[src/rtl/mips_ctrl_pkg.sv]
// Shared types and encodings for the multicycle MIPS control path:
// FSM states, instruction classes, opcode/funct values and datapath select codes.
package mips_ctrl_pkg;

    typedef enum logic [3:0] {
        FETCH,
        DECODE,
        EXEC_R,
        EXEC_I,
        WB_ALU,
        MEM_ADDR,
        MEM_RD,
        WB_MEM,
        MEM_WR,
        BRANCH,
        JUMP
    } state_t;

    typedef enum logic [3:0] {
        CLS_R,
        CLS_JR,
        CLS_LW,
        CLS_SW,
        CLS_BEQ,
        CLS_BNE,
        CLS_ADDI,
        CLS_J,
        CLS_JAL,
        CLS_NONE
    } instCls_t;

    localparam logic [5:0] OP_RTYPE = 6'h00;
    localparam logic [5:0] OP_J     = 6'h02;
    localparam logic [5:0] OP_JAL   = 6'h03;
    localparam logic [5:0] OP_BEQ   = 6'h04;
    localparam logic [5:0] OP_BNE   = 6'h05;
    localparam logic [5:0] OP_ADDI  = 6'h08;
    localparam logic [5:0] OP_LW    = 6'h23;
    localparam logic [5:0] OP_SW    = 6'h2B;

    localparam logic [5:0] FN_JR    = 6'h08;
    localparam logic [5:0] FN_ADD   = 6'h20;
    localparam logic [5:0] FN_SUB   = 6'h22;
    localparam logic [5:0] FN_AND   = 6'h24;
    localparam logic [5:0] FN_OR    = 6'h25;
    localparam logic [5:0] FN_SLT   = 6'h2A;

    localparam logic [1:0] PCSRC_PC4    = 2'd0;
    localparam logic [1:0] PCSRC_BRANCH = 2'd1;
    localparam logic [1:0] PCSRC_JUMP   = 2'd2;
    localparam logic [1:0] PCSRC_REG    = 2'd3;

    localparam logic [1:0] REGDST_RT    = 2'd0;
    localparam logic [1:0] REGDST_RD    = 2'd1;
    localparam logic [1:0] REGDST_R31   = 2'd2;

    localparam logic [1:0] REGSRC_PC4   = 2'd0;
    localparam logic [1:0] REGSRC_MEM   = 2'd1;
    localparam logic [1:0] REGSRC_ALU   = 2'd2;

    localparam logic [1:0] ALUOP_ADD    = 2'd0;
    localparam logic [1:0] ALUOP_SUB    = 2'd1;
    localparam logic [1:0] ALUOP_FUNCT  = 2'd2;

    function automatic logic functSupported(input logic [5:0] fn);
        return fn inside {FN_ADD, FN_SUB, FN_AND, FN_OR, FN_SLT};
    endfunction

endpackage

[src/rtl/mips_ctrl_decode.sv]
// Combinational instruction classifier: maps opcode/funct to an instruction
// class, whether the opcode is supported, and whether the R-type funct is an ALU op.
module mips_ctrl_decode
    import mips_ctrl_pkg::*;
(
    input  logic [5:0] opcode,
    input  logic [5:0] funct,
    output instCls_t   instCls,
    output logic       opLegal,
    output logic       functLegal
);

    always_comb begin
        instCls    = CLS_NONE;
        opLegal    = 1'b1;
        functLegal = functSupported(funct);
        case (opcode)
            OP_RTYPE: instCls = (funct == FN_JR) ? CLS_JR : CLS_R;
            OP_LW:    instCls = CLS_LW;
            OP_SW:    instCls = CLS_SW;
            OP_BEQ:   instCls = CLS_BEQ;
            OP_BNE:   instCls = CLS_BNE;
            OP_ADDI:  instCls = CLS_ADDI;
            OP_J:     instCls = CLS_J;
            OP_JAL:   instCls = CLS_JAL;
            default:  opLegal = 1'b0;
        endcase
    end

endmodule

[src/rtl/mips_multicycle_controller.sv]
// Multicycle MIPS control FSM: sequences fetch/decode/execute/memory/writeback,
// drives all datapath selects and strobes, counts retired instructions.
module mips_multicycle_controller
    import mips_ctrl_pkg::*;
#(
    parameter int unsigned CNT_W = 32
) (
    input  logic             clk,
    input  logic             rst,
    input  logic [5:0]       opcode,
    input  logic [5:0]       funct,
    input  logic             zero,
    input  logic             memReady,
    output logic             memReq,
    output logic             irWrite,
    output logic             pcWrite,
    output logic [1:0]       pcSrc,
    output logic [1:0]       regDst,
    output logic [1:0]       regSrc,
    output logic             ALUSrc,
    output logic [1:0]       ALUOp,
    output logic             regWrite,
    output logic             memWrite,
    output logic [CNT_W-1:0] retired,
    output logic             illegal
);

    state_t   state, nextState;
    instCls_t decCls, curCls;
    logic     opLegal, functLegal, functOk;
    logic     retire, flagIllegal;

    mips_ctrl_decode uDecode (
        .opcode     (opcode),
        .funct      (funct),
        .instCls    (decCls),
        .opLegal    (opLegal),
        .functLegal (functLegal)
    );

    always_ff @(posedge clk or posedge rst) begin
        if (rst) begin
            state <= FETCH;
        end else begin
            state <= nextState;
        end
    end

    // Class is captured in DECODE so later states do not depend on the IR staying put.
    always_ff @(posedge clk or posedge rst) begin
        if (rst) begin
            curCls  <= CLS_NONE;
            functOk <= 1'b0;
        end else if (state == DECODE) begin
            curCls  <= decCls;
            functOk <= functLegal;
        end
    end

    always_ff @(posedge clk or posedge rst) begin
        if (rst) begin
            retired <= '0;
            illegal <= 1'b0;
        end else begin
            if (retire) begin
                retired <= retired + CNT_W'(1);
            end
            if (flagIllegal) begin
                illegal <= 1'b1;
            end
        end
    end

    always_comb begin
        nextState   = state;
        retire      = 1'b0;
        flagIllegal = 1'b0;
        case (state)
            FETCH: begin
                if (memReady) nextState = DECODE;
            end
            DECODE: begin
                if (!opLegal) begin
                    flagIllegal = 1'b1;
                    nextState   = FETCH;
                end else begin
                    case (decCls)
                        CLS_R:                  nextState = EXEC_R;
                        CLS_ADDI:               nextState = EXEC_I;
                        CLS_LW, CLS_SW:         nextState = MEM_ADDR;
                        CLS_BEQ, CLS_BNE:       nextState = BRANCH;
                        CLS_J, CLS_JAL, CLS_JR: nextState = JUMP;
                        default:                nextState = FETCH;
                    endcase
                end
            end
            EXEC_R: begin
                if (functOk) begin
                    nextState = WB_ALU;
                end else begin
                    flagIllegal = 1'b1;
                    nextState   = FETCH;
                end
            end
            EXEC_I:   nextState = WB_ALU;
            MEM_ADDR: nextState = (curCls == CLS_LW) ? MEM_RD : MEM_WR;
            MEM_RD: begin
                if (memReady) nextState = WB_MEM;
            end
            MEM_WR: begin
                if (memReady) begin
                    nextState = FETCH;
                    retire    = 1'b1;
                end
            end
            WB_ALU, WB_MEM, BRANCH, JUMP: begin
                nextState = FETCH;
                retire    = 1'b1;
            end
            default: nextState = FETCH;
        endcase
    end

    // Everything is forced idle while rst is high, including the FETCH request.
    always_comb begin
        memReq   = 1'b0;
        irWrite  = 1'b0;
        pcWrite  = 1'b0;
        pcSrc    = PCSRC_PC4;
        regDst   = REGDST_RT;
        regSrc   = REGSRC_PC4;
        ALUSrc   = 1'b0;
        ALUOp    = ALUOP_ADD;
        regWrite = 1'b0;
        memWrite = 1'b0;
        if (!rst) begin
            case (state)
                FETCH: begin
                    memReq  = 1'b1;
                    irWrite = memReady;
                    pcWrite = memReady;
                end
                EXEC_R: begin
                    ALUOp  = ALUOP_FUNCT;
                    regDst = REGDST_RD;
                end
                EXEC_I: begin
                    ALUSrc = 1'b1;
                end
                WB_ALU: begin
                    regWrite = 1'b1;
                    regSrc   = REGSRC_ALU;
                    if (curCls == CLS_R) begin
                        regDst = REGDST_RD;
                        ALUOp  = ALUOP_FUNCT;
                    end else begin
                        ALUSrc = 1'b1;
                    end
                end
                MEM_ADDR: begin
                    ALUSrc = 1'b1;
                end
                MEM_RD: begin
                    memReq = 1'b1;
                    ALUSrc = 1'b1;
                end
                WB_MEM: begin
                    regWrite = 1'b1;
                    regSrc   = REGSRC_MEM;
                end
                MEM_WR: begin
                    memReq   = 1'b1;
                    ALUSrc   = 1'b1;
                    memWrite = memReady;
                end
                BRANCH: begin
                    ALUOp   = ALUOP_SUB;
                    pcSrc   = PCSRC_BRANCH;
                    pcWrite = (curCls == CLS_BNE) ? !zero : zero;
                end
                JUMP: begin
                    pcWrite = 1'b1;
                    if (curCls == CLS_JR) begin
                        pcSrc = PCSRC_REG;
                    end else begin
                        pcSrc = PCSRC_JUMP;
                        if (curCls == CLS_JAL) begin
                            regWrite = 1'b1;
                            regDst   = REGDST_R31;
                        end
                    end
                end
                default: ;
            endcase
        end
    end

endmodule

[config.mk]
export PLATFORM = sky130hd
export DESIGN_NAME = mips_multicycle_controller
export DESIGN_NICKNAME = d
export VERILOG_FILES = /design/src/rtl/mips_ctrl_pkg.sv /design/src/rtl/mips_ctrl_decode.sv /design/src/rtl/mips_multicycle_controller.sv
export SDC_FILE = /design/constraint.sdc
export NUM_CORES = 1
export LEC_CHECK = 0
export ABC_CLOCK_PERIOD_IN_PS = 3400
export CORE_MARGIN = 2
export CORE_UTILIZATION = 55
export CTS_CLUSTER_DIAMETER = 200
export DETAILED_ROUTE_END_ITERATION = 8
export DONT_BUFFER_PORTS = 1
export HOLD_SLACK_MARGIN = 0.1
export MAX_ROUTING_LAYER = met4
export PLACE_DENSITY_LB_ADDON = 0.15
export SLEW_MARGIN = 30
export SYNTH_ARGS = -nofsm -noshare
export SYNTH_HDL_FRONTEND = slang
export SYNTH_SLANG_ARGS = --single-unit
export TNS_END_PERCENT = 30
[constraint.sdc]
create_clock -name clk -period 3.4 [get_ports clk]
set_clock_uncertainty 0.2 [all_clocks]
set_input_delay 0.51 -clock clk [delete_from_list [all_inputs] [get_ports clk]]
set_output_delay 0.51 -clock clk [all_outputs]
set_load 0.005 [all_outputs]
==> flow_results.org <==
** Run status
- Run status :: completed

** Clock tree
- Source-to-sink clock delay at the later pin of the worst-skew pair :: 0.29 ns
- In this run the number of H-tree levels came out at 2.
- TritonCTS built the clock tree.
- In this run the deepest clock path goes through 2 buffers.
- Clock tree synthesis found a total of 42 sinks.
- Post-CTS Hold Buffers :: 1
- In this run, CTS created clock tree buffers numbering 5.
- After clock tree synthesis, the clock-pin slew on the worst setup and hold paths is 0.08 ns.
- After clock tree synthesis, the repair step resized 0 gates.
- The root buffer cell chosen for the clock tree is sky130_fd_sc_hd__clkbuf_8.
- Post-CTS Setup Bufs :: 0

** Layout
- Finished Core Util :: 60.2%
- Area Overhead vs Synth :: 4.12%
- Nets :: 288
- The post-route netlist has 9.96% of its cells at a drive strength greater than 1.
- Antenna Cells :: 0

** Yosys
- Summed over its instances, the top area cell type makes up 39.2% of the synthesized netlist area.
- Library cell with the largest summed area after synthesis :: sky130_fd_sc_hd__dfrtp_1
- During synthesis, Yosys emitted a total of 0 warnings.
- Synthesis produced a netlist whose cell count is 274.
- Net count after synthesis :: 292
- Sequential cells were found to cover 41.3% of the synthesized design area.
- Yosys mapped the design onto 55 distinct sky130hd cell types.
- Avg Synthesized Cell Area :: 9.31 sq um
- Synthesized flop and latch total :: 42
- Dominant cells by area after synthesis :: sky130_fd_sc_hd__dfrtp_1, sky130_fd_sc_hd__xor2_1, sky130_fd_sc_hd__xnor2_1
- For this run, asynchronously set or reset flops after synthesis account for 100%.
- Summing every instance area after synthesis gives 2550 sq um.
- Most numerous cell types in the synthesized netlist :: sky130_fd_sc_hd__dfrtp_1, sky130_fd_sc_hd__nand2_1, sky130_fd_sc_hd__nor2_1
- Most used standard cell by instance count after synthesis :: sky130_fd_sc_hd__dfrtp_1
- The synthesized design contains 0 enable-type register cells.
- The most used flip-flop cell after synthesis is sky130_fd_sc_hd__dfrtp_1.

** Flow run
- The tool flagged a number of max-cap violations equal to 0.

** Hold path
- The worst hold path passes through 2 cells.
- Launch instance of the worst min-delay path :: memReady
- Endpoint of the worst hold path :: state[3]$_DFFE_PP0P_
- Worst hold-check path type :: input port to flip-flop

** Drt
- Total number of vias :: 1,946
- The first detailed-routing pass took 4 iterations.
- In the final routed layout, each cell accounts on average for 15.7 um.
- DRC violation total after the first TritonRoute iteration :: 118
- Via count normalized by instance count :: 6.02
- Residual DRC :: 0
- After detailed routing, the total wire length is 5.07 mm.
- The count of nets left with antenna violations once routing finished came out at 0.

** Global route
- For this run, the total global-route usage over all layers was measured as 21.3%.
- Antenna violations before repair :: 0
- Wire length of the first global-routing pass :: 8.63 mm
- The via count of the first global-routing pass is 1,863.
- Maximum number of pins on one net before global-route repair :: 44
- Total gr overflow :: 0

** STA
- Setup violations remaining at the end of the flow were counted as 0.
- Slew margin rel. :: 60.2%
- The count of endpoints failing hold in the final timing report came to 0.
- Unrepaired setup endpoints after global routing :: false
- Max-slew violations :: 0
- Portion of the clock cycle consumed by the worst path in the final layout :: 83.5%
- Summed over all failing endpoints, the final setup total negative slack is 0 ns.
- Peak clock frequency supported by timing :: 352 MHz
- The smallest clock period supported by the final layout is computed as 2.84 ns.
- Across all hold checks on the routed design, the worst slack comes to 0.240 ns.
- Slew at the pin closest to its max-slew limit :: 0.589 ns

** Die
- Num rows :: 24
- # IOs :: 63
- Once the floorplan was initialized, standard cells occupied 57.8% of the core.
- The die covers 5200 sq um.
- The total area inside the core boundary comes to 4410 sq um.
- Horiz. Die Dim :: 72.1 um
- Die Y :: 72.1 um

** Critical path
- Along the worst path, the maximum fanout reaches 6.
- Critical Path Start Type :: flip-flop
- Critical R2R Launch :: state[2]$_DFFE_PP0P_
- Data on the critical path arrives at its endpoint at 2.13 ns.
- At the worst endpoint, the required time is 2.69 ns.
- Nature of the critical path endpoint :: output port
- The number of cells on the worst reg-to-reg path is 5.
- Capturing point of the worst reg2reg path :: retired[30]$_DFFE_PP0P_
- Startpoint-to-endpoint class of the critical path :: flip-flop to output port
- Slack of the worst reg-to-reg path :: 0.96 ns

** Power
- Power spread over the standard cell area amounts to 421 nW/um^2.
- Maximum resistive drop on vdd :: 231 uV
- The analysis attributes to cell leakage a power of 1.18 nW.

** Placement
- Port buffering added 0 buffers.
- After legalization and detailed placement, the total HPWL measured 3.72 mm.
- The congestion estimate from routability-driven global placement came to 0.853.
## layer usage
metal	part of all wire (%)	GRT usage, %	up-vias
li1	-	-	962
met1	47	28.6	929
met2	46	31.4	51
met3	6.6	7.08	4
met4	0.83	5.03	0
met5	0	-	-
## power breakdown
| group | leakage [nW] | switching (mW) | internal (mW) | total [mW] |
|---|---|---|---|---|
| clock network | 0.0452 | 0.169 | 0.145 | 0.314 |
| logic | 0.564 | 0.0896 | 0.0802 | 0.170 |
| registers | 0.566 | 0.0850 | 0.549 | 0.634 |
| total | 1.18 | 0.344 | 0.774 | 1.12 |
## worst max-delay path, stage by stage, from the launching register on
cell	delay (ns)
sky130_fd_sc_hd__dfstp_2	0.57
sky130_fd_sc_hd__nor4bb_1	0.44
sky130_fd_sc_hd__xor2_1	0.19
sky130_fd_sc_hd__a311oi_1	0.11
sky130_fd_sc_hd__a2111oi_0	0.53
## sequential cells by signal, summed over array words and instances (netlist names)
register,cells
illegal,1
retired,32
curCls,4
functOk,1
state,4
## cell type report
class | instances | area (sq um)
Fill cell | 387 | 1760
Multi-Input combinational cell | 208 | 1390
Sequential cell | 42 | 1050
Clock buffer | 6 | 72.6
Tap cell | 52 | 65.1
Inverter | 10 | 37.5
Timing Repair Buffer | 3 | 25.0
Clock inverter | 2 | 13.8
## cell families after synthesis
group / count (synthesis) / share of synthesized area, %
DFF: 42 / 41.3
adders and majority gates: 2 / 0.981
muxes: 1 / 0.441
AOI/OAI and AO/OA: 35 / 9.66
buffers and inverters: 24 / 4.27
and+or+nand+nor: 136 / 31.7
xor gates and xnor gates: 34 / 11.7
## worst max-delay path by stage
stage	startpoint	depth (start not counted)	to	slack [ns]
floorplan	rst	6	regWrite	0.37
global placement	curCls[0]$_DFFE_PP1P_	4	pcWrite	0.95
detailed placement	curCls[0]$_DFFE_PP1P_	4	pcWrite	0.89
CTS	curCls[0]$_DFFE_PP1P_	4	pcWrite	0.57
global route	curCls[0]$_DFFE_PP1P_	4	pcWrite	0.39
finish	curCls[0]$_DFFE_PP1P_	4	pcWrite	0.56
## stage by stage
stage          instance area, sq um  std cells  total power, mW  setup WS (ns)
2_1_floorplan                  2550        274            0.779          0.368
3_3_place_gp                   2560        314            0.808          0.947
3_5_place_dp                   2560        314            0.814          0.891
4_1_cts                        2660        323             1.13          0.572
5_1_grt                        2660        323             1.19          0.394
6_report                       2660        323             1.12          0.562
## cell usage in the layout, fill, tap and decap left out, types with 2 or more instances in the layout
cell type and count:
sky130_fd_sc_hd__nand3b_1 2, sky130_fd_sc_hd__o21ai_0 7, sky130_fd_sc_hd__nor4_1 2, sky130_fd_sc_hd__a21o_1 2, sky130_fd_sc_hd__o31ai_1 3, sky130_fd_sc_hd__nor3b_1 4
sky130_fd_sc_hd__clkbuf_8 5, sky130_fd_sc_hd__nor4b_2 2, sky130_fd_sc_hd__nor2_1 28, sky130_fd_sc_hd__buf_4 2, sky130_fd_sc_hd__nand3_1 11, sky130_fd_sc_hd__nor3_2 6
sky130_fd_sc_hd__and3_1 7, sky130_fd_sc_hd__nor4b_1 6, sky130_fd_sc_hd__inv_1 9, sky130_fd_sc_hd__a21oi_1 6, sky130_fd_sc_hd__nor3_1 10, sky130_fd_sc_hd__o22ai_1 2
sky130_fd_sc_hd__xor2_1 20, sky130_fd_sc_hd__nand2_1 28, sky130_fd_sc_hd__nand2b_1 7, sky130_fd_sc_hd__nand4_1 8, sky130_fd_sc_hd__o21a_1 2, sky130_fd_sc_hd__xnor2_1 14
sky130_fd_sc_hd__o32ai_1 2, sky130_fd_sc_hd__dfrtp_1 40, sky130_fd_sc_hd__dfstp_2 2, sky130_fd_sc_hd__ha_1 2, sky130_fd_sc_hd__nor2b_1 3
Note: power is estimated with default switching activity, not from simulation.
